==> src/rtl/pc_defs_pkg.sv <==
// Shared datapath definitions: register-file geometry and the clear/run state encoding.
// Decode and writeback use the same constants so that their widths agree with the register file.
package pc_defs_pkg;

  localparam int REG_DATA_W    = 32;
  localparam int REG_ADDR_W    = 5;
  localparam int REG_ZERO_ADDR = 0;

  typedef enum logic {
    RF_CLEAR = 1'b0,
    RF_RUN   = 1'b1
  } rf_state_e;

endpackage

==> src/rtl/regfile_mp_if.sv <==
// Bundle of register-file read/write ports shared by decode (reads) and writeback (writes).
interface regfile_mp_if #(
  parameter int DATA_W = 32,
  parameter int ADDR_W = 5,
  parameter int NREAD  = 3
);

  // Handshake: we0/we1 are single-cycle qualifiers sampled on posedge clk. There is no
  // ready; a write is accepted only while init_done=1 and is otherwise silently dropped.
  // Reads have no valid/ready and are purely combinational from raddr.
  logic [NREAD*ADDR_W-1:0] raddr;
  logic [NREAD*DATA_W-1:0] rdata;
  logic                    we0;
  logic [ADDR_W-1:0]       waddr0;
  logic [DATA_W-1:0]       wdata0;
  logic                    we1;
  logic [ADDR_W-1:0]       waddr1;
  logic [DATA_W-1:0]       wdata1;
  logic                    init_done;

  modport master (
    output raddr, we0, waddr0, wdata0, we1, waddr1, wdata1,
    input  rdata, init_done
  );

  modport slave (
    input  raddr, we0, waddr0, wdata0, we1, waddr1, wdata1,
    output rdata, init_done
  );

endinterface

==> src/rtl/regfile_clear_fsm.sv <==
// Post-reset clear sequencer: walks every entry writing zero, then holds RUN and raises init_done.
module regfile_clear_fsm
  import pc_defs_pkg::*;
#(
  parameter int ADDR_W = 5
) (
  input  logic              clk,
  input  logic              rst_n,
  output logic              clr_we,
  output logic [ADDR_W-1:0] clr_addr,
  output logic              init_done,
  output rf_state_e         state
);

  // One spare bit so the counter never wraps back to entry 0 after the last entry.
  localparam logic [ADDR_W:0] LAST_ENTRY = {1'b0, {ADDR_W{1'b1}}};
  localparam logic [ADDR_W:0] CNT_ONE    = {{ADDR_W{1'b0}}, 1'b1};

  rf_state_e       state_q, state_d;
  logic [ADDR_W:0] clr_cnt_q, clr_cnt_d;
  logic            init_done_q, init_done_d;

  always_ff @(posedge clk or negedge rst_n) begin
    if (!rst_n) begin
      state_q     <= RF_CLEAR;
      clr_cnt_q   <= '0;
      init_done_q <= 1'b0;
    end else begin
      state_q     <= state_d;
      clr_cnt_q   <= clr_cnt_d;
      init_done_q <= init_done_d;
    end
  end

  always_comb begin
    state_d     = state_q;
    clr_cnt_d   = clr_cnt_q;
    init_done_d = init_done_q;
    clr_we      = 1'b0;
    clr_addr    = clr_cnt_q[ADDR_W-1:0];
    case (state_q)
      RF_CLEAR: begin
        clr_we    = 1'b1;
        clr_cnt_d = clr_cnt_q + CNT_ONE;
        if (clr_cnt_q == LAST_ENTRY) begin
          state_d     = RF_RUN;
          init_done_d = 1'b1;
        end
      end
      RF_RUN: begin
        state_d = RF_RUN;
      end
      default: begin
        state_d = RF_CLEAR;
      end
    endcase
  end

  assign init_done = init_done_q;
  assign state     = state_q;

endmodule

==> src/rtl/regfile_mp.sv <==
// Multi-port register file: NREAD combinational reads, two prioritised write ports,
// optional zero register and write-to-read bypass, hardware clear after reset.
module regfile_mp
  import pc_defs_pkg::*;
#(
  parameter int DATA_W   = REG_DATA_W,
  parameter int ADDR_W   = REG_ADDR_W,
  parameter int NREAD    = 3,
  parameter int ZERO_REG = 1,
  parameter int BYPASS   = 1
) (
  input  logic         clk,
  input  logic         rst_n,
  regfile_mp_if.slave  rf,
  output rf_state_e    dbg_state
);

  localparam int                DEPTH     = 2 ** ADDR_W;
  localparam logic [ADDR_W-1:0] ZERO_ADDR = ADDR_W'(REG_ZERO_ADDR);

  logic              clr_we;
  logic [ADDR_W-1:0] clr_addr;
  logic              init_done;
  rf_state_e         state;

  regfile_clear_fsm #(.ADDR_W(ADDR_W)) u_clear_fsm (
    .clk       (clk),
    .rst_n     (rst_n),
    .clr_we    (clr_we),
    .clr_addr  (clr_addr),
    .init_done (init_done),
    .state     (state)
  );

  assign rf.init_done = init_done;
  assign dbg_state    = state;

  logic run;
  logic w0_ok;
  logic w1_ok;

  // Port 1 wins a same-address collision outright; port 0 is dropped, never merged.
  always_comb begin
    run   = (state == RF_RUN);
    w1_ok = run && rf.we1 && !((ZERO_REG != 0) && (rf.waddr1 == ZERO_ADDR));
    w0_ok = run && rf.we0 && !((ZERO_REG != 0) && (rf.waddr0 == ZERO_ADDR))
                          && !(rf.we1 && (rf.waddr0 == rf.waddr1));
  end

  logic [DATA_W-1:0] mem_q [DEPTH];

  always_ff @(posedge clk) begin
    if (clr_we) begin
      mem_q[clr_addr] <= '0;
    end else begin
      if (w1_ok) mem_q[rf.waddr1] <= rf.wdata1;
      if (w0_ok) mem_q[rf.waddr0] <= rf.wdata0;
    end
  end

  for (genvar i = 0; i < NREAD; i++) begin : g_rd
    logic [ADDR_W-1:0] ra;
    logic [DATA_W-1:0] rd;

    assign ra = rf.raddr[i*ADDR_W +: ADDR_W];

    // Zero-register rule is checked before bypass so address 0 can never leak write data.
    always_comb begin
      rd = mem_q[ra];
      if (!run) begin
        rd = '0;
      end else if ((ZERO_REG != 0) && (ra == ZERO_ADDR)) begin
        rd = '0;
      end else if ((BYPASS != 0) && w1_ok && (rf.waddr1 == ra)) begin
        rd = rf.wdata1;
      end else if ((BYPASS != 0) && w0_ok && (rf.waddr0 == ra)) begin
        rd = rf.wdata0;
      end
    end

    assign rf.rdata[i*DATA_W +: DATA_W] = rd;
  end

endmodule

==> src/flat_wrapper.sv <==
// flat-port wrapper written by rule: the top's interface ports become plain ports
module regfile_mp_flat import pc_defs_pkg::*;
#(
  parameter int DATA_W   = REG_DATA_W,
  parameter int ADDR_W   = REG_ADDR_W,
  parameter int NREAD    = 3,
  parameter int ZERO_REG = 1,
  parameter int BYPASS   = 1
)
  (clk, rst_n, dbg_state, rf_raddr, rf_we0, rf_waddr0, rf_wdata0, rf_we1, rf_waddr1, rf_wdata1, rf_rdata, rf_init_done);
  regfile_mp_if #(.DATA_W(DATA_W), .ADDR_W(ADDR_W), .NREAD(NREAD)) rf_i ();
  input  logic clk;
  input  logic rst_n;
  output rf_state_e dbg_state;
  input wire logic [$bits(rf_i.raddr)-1:0] rf_raddr;
  input wire logic [$bits(rf_i.we0)-1:0] rf_we0;
  input wire logic [$bits(rf_i.waddr0)-1:0] rf_waddr0;
  input wire logic [$bits(rf_i.wdata0)-1:0] rf_wdata0;
  input wire logic [$bits(rf_i.we1)-1:0] rf_we1;
  input wire logic [$bits(rf_i.waddr1)-1:0] rf_waddr1;
  input wire logic [$bits(rf_i.wdata1)-1:0] rf_wdata1;
  output wire logic [$bits(rf_i.rdata)-1:0] rf_rdata;
  output wire logic [$bits(rf_i.init_done)-1:0] rf_init_done;
  assign rf_i.raddr = rf_raddr;
  assign rf_i.we0 = rf_we0;
  assign rf_i.waddr0 = rf_waddr0;
  assign rf_i.wdata0 = rf_wdata0;
  assign rf_i.we1 = rf_we1;
  assign rf_i.waddr1 = rf_waddr1;
  assign rf_i.wdata1 = rf_wdata1;
  assign rf_rdata = rf_i.rdata;
  assign rf_init_done = rf_i.init_done;
  regfile_mp #(.DATA_W(DATA_W), .ADDR_W(ADDR_W), .NREAD(NREAD), .ZERO_REG(ZERO_REG), .BYPASS(BYPASS)) u_core (.clk(clk), .rst_n(rst_n), .rf(rf_i), .dbg_state(dbg_state));
endmodule
==> config.mk <==
export PLATFORM = sky130hd
export DESIGN_NAME = regfile_mp_flat
export DESIGN_NICKNAME = d
export VERILOG_FILES = /design/src/rtl/pc_defs_pkg.sv /design/src/rtl/regfile_mp_if.sv /design/src/rtl/regfile_clear_fsm.sv /design/src/rtl/regfile_mp.sv /design/src/flat_wrapper.sv
export SDC_FILE = /design/constraint.sdc
export NUM_CORES = 2
export LEC_CHECK = 0
export BUFFER_PORTS_ARGS = -buffer_cell sky130_fd_sc_hd__buf_2
export CAP_MARGIN = 20
export CORE_MARGIN = 8
export CORE_UTILIZATION = 40
export CTS_BUF_LIST = sky130_fd_sc_hd__clkbuf_4
export DETAILED_ROUTE_END_ITERATION = 10
export PLACE_DENSITY_LB_ADDON = 0.15
export SYNTH_ARGS = -nofsm -noshare
export SYNTH_HDL_FRONTEND = slang
export SYNTH_HIERARCHICAL = 1
export SYNTH_SLANG_ARGS = --single-unit
==> constraint.sdc <==
create_clock -name clk -period 6.88 [get_ports clk]
set_input_delay 1.032 -clock clk [delete_from_list [all_inputs] [get_ports clk]]
set_output_delay 1.032 -clock clk [all_outputs]
set_load 0.03 [all_outputs]
* Word-level counts from Yosys, hierarchy flattened *
Memories as Yosys holds them, arrays and structs flattened.
Cells that the tools add are included.

cells by class
  reductions and logical operators = 22
  muxes and demuxes = 24
  eq/ne operators = 8
  bitwise operators = 1
  $add $sub $neg = 1

operator list
  operator               number
  $mux W32               13
  $eq A5 B5 Y1           7
  $reduce_or A32 Y1      1
  $logic_not A5 Y1       5
  $logic_and A1 B1 Y1    12
  $mux W1                9
  $add A6 B1 Y6 const B  1
  $eq A6 B5 Y1 const B   1
  $mux W5                1
  $logic_not A1 Y1       3
  $pmux W1 S2            1
  $reduce_and A2 Y1      1
  $not A1 Y1             1

word-level totals
  memories = 1
  RAM bits = 1024
  bits in registers = 8
  word-level logic and storage cells = 60
  output and inout port bits = 98

memories
  name          depth  bits a word  rd ports  clocked after Yosys merged registers in  wr ports  line              source
  u_core.mem_q  32     32           3         0                                        2         regfile_mp.sv:50  logic [DATA_W-1:0] mem_q [DEPTH];

* Longest topological paths before layout *
  depth in word-level cells = 9
  mapped depth = 10
  depth with buffers taken out = 6

* By module *
The synthesis kept the hierarchy.

modules (own cells, without submodules)
  module             instances  cells an instance  area an instance (um^2)
  regfile_mp         1          5077               69216.4
  regfile_clear_fsm  1          30                 371.6

* Worst setup path before layout *
OpenSTA, ideal clock, no wires.

  path kind = input-to-reg
  start = in rf_waddr1[0]
  end = mem u_core.mem_q[16][0], enable pin
  cell stages on the path = 7
  library setup time = 466 ps
  path slack = 1589 ps
  data arrival time = 4826 ps
  path buffers = 3
  cells stage by stage = buf_2 -> nor2_1 -> a211oi_1 -> clkbuf_1 -> clkbuf_1 -> a41oi_1 -> o21ai_0

RTL lines
  element      line                source
  from (decl)  flat_wrapper.sv:20  input wire logic [$bits(rf_i.waddr1)-1:0] rf_waddr1;
  to (decl)    regfile_mp.sv:50

* Final worst setup path *
  start = reg u_core.u_clear_fsm.state_q (netlist: u_core/u_clear_fsm/state)
  end = out rf_rdata[5]

between the ends
  cells in the longest elaborated chain, start to end = 8
  elaborated cells between the ends (all ways) = 11
  those cells by class = mux (4); reduce/logical (7)

ends and longest elaborated chain
  element                           line                     source
  from (decl)                       regfile_clear_fsm.sv:19  rf_state_e state_q, state_d;
  from (signal assigned)            regfile_clear_fsm.sv:29  state_q <= state_d;
  $logic_and A1 B1 Y1 (2 in a row)  regfile_mp.sv:46         w0_ok = run && rf.we0 && !((ZERO_REG != 0) && (rf.waddr0 == ZERO_ADDR))
  $logic_and A1 B1 Y1               regfile_mp.sv:47         && !(rf.we1 && (rf.waddr0 == rf.waddr1));
  $logic_and A1 B1 Y1               regfile_mp.sv:76         end else if ((BYPASS != 0) && w0_ok && (rf.waddr0 == ra)) begin
  $mux W32                          regfile_mp.sv:76
  $mux W32                          regfile_mp.sv:74         end else if ((BYPASS != 0) && w1_ok && (rf.waddr1 == ra)) begin
  $mux W32                          regfile_mp.sv:72         end else if ((ZERO_REG != 0) && (ra == ZERO_ADDR)) begin
  $mux W32 (*)                      regfile_mp.sv:70         if (!run) begin
  to (decl)                         flat_wrapper.sv:22       output wire logic [$bits(rf_i.rdata)-1:0] rf_rdata;

Every way passes the cells marked *; elsewhere a longest branch is shown, timed or not.

==> summary.txt <==
Status
  – Status: completed

Critical path
  – CP max stage delay: about 0.94 ns
  – Crit path launch type: register
  – Cell at the slowest stage of the critical path: o21ai_4
  – CP endpoint kind: primary output
  – Crit path cell chain: o2111ai_4 > o21ai_4 > buf_4 > or3_1 > nand3_1 > buf_2
  – CP Max Fanout: 17
  – CP Class: reg2out
  – Crit path arrival time: 5.06 ns
  – Buf/Inv on CP: 2
  – Worst Path Required: 5.85 ns
  – Top delay family on crit path: compound AO/OA/AOI/OAI gates

Placement
  – Port Buffer Count: 190
  – Routability cong.: 0.872
  – Hpwl dp: 176,000 um

Timing
  – Slew headroom: 16.7%
  – Fmax: 164 MHz
  – Skew final: 0.106 ns
  – Unrepaired setup endpoints after global routing: no
  – Hold slack: about 0.23 ns
  – Setup-failing EPs final: 0
  – Final Slew Violations: 0
  – Slew @ Worst Pin: ~1.2 ns
  – Final Hold Fails: 0
  – Fin crit period: between 6 and 7 ns
  – Setup TNS: 0 ns
  – Tcrit/Tclk final: around nine tenths

Layout
  – Fillers: 15,900
  – Ratio of cells with drive above 1 in the final layout: a little over two fifths
  – Multi-input logic area: 0.0366 mm2
  – Sequential cell area: 0.0309 mm2
  – Syn-to-layout area delta: 10.7%
  – Final #Nets: 5,251

Yosys
  – Synth area leaders: edfxtp_1 (44%), mux4_2 (19%), mux2_2 (13%), mux2i_1 (5.6%), o221ai_1 (2.4%)
  – Post-Syn Nets: 5,201
  – Area of the mapped netlist: between 0.06 and 0.07 mm2
  – Top_reg_cell synth: edfxtp_1
  – Syn Inst Count: 5,107
  – Mean post-synth cell area: 13.6 um2
  – Commonest cells post-synth: edfxtp_1 (1,024), mux2_2 (801), mux4_2 (576), clkbuf_1 (401), mux2i_1 (386)
  – Synth cell types: 53
  – Post-synth top area share: 44.2%
  – Asr flop ratio synth: 0.775%
  – Top-count cell post-synth: edfxtp_1
  – EDFF count, synth: 1,024
  – Register area share after synthesis: 44.5%
  – Yosys reg bits: 1,032
  – Ys Warns: 6
  – Yosys top cell by area: edfxtp_1

Detailed routing
  – Routed wire length: ~300,000 um
  – Drt pass-1 iters: 5
  – Residual DRC: 0
  – Detail Route Antenna Nets: 0
  – Routed len/inst: roughly 40 um
  – Initial DRC Count: 6,539
  – Vias per cell: 7.00
  – Total number of vias: approximately 54,000

Power
  – Maximum VDD drop: ~0.00012 V
  – Power density cells: 199 mW/mm2
  – Reg power frac: 45.4%
  – Leakage power: 28.3 nW
  – Clock power frac: between 30 and 40%
  – Combinational share of power: 16.1%
  – Int Pwr: 0.0108 W
  – Net Sw Frac: 29.4%
  – Total net switching power: 0.00451 W

Clock tree
  – Post-CTS Setup Repair Bufs: 0
  – CTS buffer count: 317
  – Sink Count: 1,032
  – Clock Latency Late Sink: 1.41 ns
  – Clk root buf: clkbuf_4
  – CTS tree: built
  – Clock slew at reported path FFs: 0.07 ns
  – Max Buffers Root-to-Sink: 4
  – H-tree depth: 5

Global routing
  – Vias in the first global route: 53,600
  – Pin count of the biggest net entering global routing: 121
  – Initial antenna violation count: 11
  – First-pass GRT wire length: 416,000 um
  – GRT Total Usage: about a third
  – Remaining Overflow, GRT: 0

Die
  – Full die area: 0.188 mm2
  – Rows: 153
  – Die height: 433 um
  – Die span in x: 433 um
  – Initial Utilization: 40.1%
  – Core Area: 0.173 mm2
  – I/O Pins: between 150 and 200

Flow run
  – Max_cap viols: 0

Hold path
  – Hold Path Class: in2reg
## layout make-up
class / instances / area share, %
well taps: 2325 / 3.78
repair buffers: 359 / 3.54
flip-flops and latches: 1032 / 40.2
inverters: 42 / 0.205
diodes: 16 / 0.0520
clock inverters: 70 / 0.418
multi-input cells: 3405 / 47.5
clock buffers: 446 / 4.35
## sequential cells by signal, indices dropped and copies added, names as in the netlist
register                      count
u_core/u_clear_fsm/state          1
u_core/u_clear_fsm/init_done      1
u_core/u_clear_fsm/clr_cnt_q      6
u_core/mem_q                   1024
## metrics by stage
step	total power [W]	util, %	setup slack, ns	instance area, um2	instances
2_1_floorplan	0.00863	-	1.59	69600	5107
3_3_place_gp	0.00950	42.2	1.46	73200	7155
3_5_place_dp	0.00952	42.2	1.50	73300	7159
4_1_cts	0.0154	44.4	0.779	77000	7677
5_1_grt	0.0158	44.4	0.649	77000	7690
6_report	0.0153	44.4	0.791	77000	7695
## power by group through the flow
stage	logic, W	clock network (W)	registers [W]
after global routing	0.00254	0.00633	0.00697
after global placement	0.00240	0	0.00710
after detailed placement	0.00241	0	0.00711
after CTS	0.00242	0.00602	0.00697
after floorplan	0.00152	0	0.00711
final	0.00247	0.00591	0.00697
## kinds of logic after synthesis
kind of cell	count (synthesis)	synth area share, %
xor+xnor	40	0.503
mux	1763	37.2
flops	1032	44.5
buf+inv	670	4.02
simple gates	619	4.17
compound gates	982	9.65
fa+ha+maj	1	0.0180
## cells in the final DEF, fill, tap and decap left out, drive strengths merged, types with 6 or more instances in the layout
master / instances
or3: 97
nor3b: 9
a22oi: 222
dfrtp: 8
clkinv: 67
nand4: 7
o22ai: 95
a22o: 64
nand2: 325
nor2: 33
nand2b: 6
nor3: 47
mux2i: 386
mux4: 576
nor4: 8
diode: 16
a211oi: 34
mux2: 801
o21ai: 217
a21oi: 134
buf: 356
inv: 43
nand3: 73
xor2: 25
edfxtp: 1024
o21bai: 8
o221ai: 192
xnor2: 15
clkbuf: 447
## final timing paths
kind	start	end	slack, ns	cells after the start
worst max-delay path	u_core/u_clear_fsm/state$_DFF_PN0_	rf_rdata[5]	0.79	6
min in group asynchronous	rst_n	u_core/u_clear_fsm/clr_cnt_q[1]$_DFFE_PN0N_	0.72	3
worst max register to register	u_core/u_clear_fsm/state$_DFF_PN0_	u_core/mem_q[14][22]$_DFFE_PP_	2.25	5
max in group asynchronous	rst_n	u_core/u_clear_fsm/clr_cnt_q[3]$_DFFE_PN0N_	5.87	3
worst min-delay path	rf_wdata1[3]	u_core/mem_q[31][3]$_DFFE_PP_	0.23	3
worst min register to register	u_core/u_clear_fsm/clr_cnt_q[5]$_DFFE_PN0N_	u_core/u_clear_fsm/clr_cnt_q[5]$_DFFE_PN0N_	0.48	1
## tightest hold or removal path, delay by kind of cell
| family | cells | cell delay, ns |
|---|---|---|
| AO/OA/AOI/OAI | 1 | 0.17 |
| buffers and inverters | 1 | 0.13 |
| AND/OR/NAND/NOR | 1 | 0.16 |
## per-layer routing
layer  vias up  wire length (um)  GRT usage, %
met1     27600            111000          39.0
met4         4             21200          19.5
met3      1023             32900          7.80
li1      21300                 -             -
met5         -                27             0
met2      3979            141000          49.6
## repair_timing
action | CTS | global route
resized for setup | 0 | 0
hold endpoints to repair | 8 | 0
hold buffers | 2 | 0
Note: power is estimated with default switching activity, not from simulation.
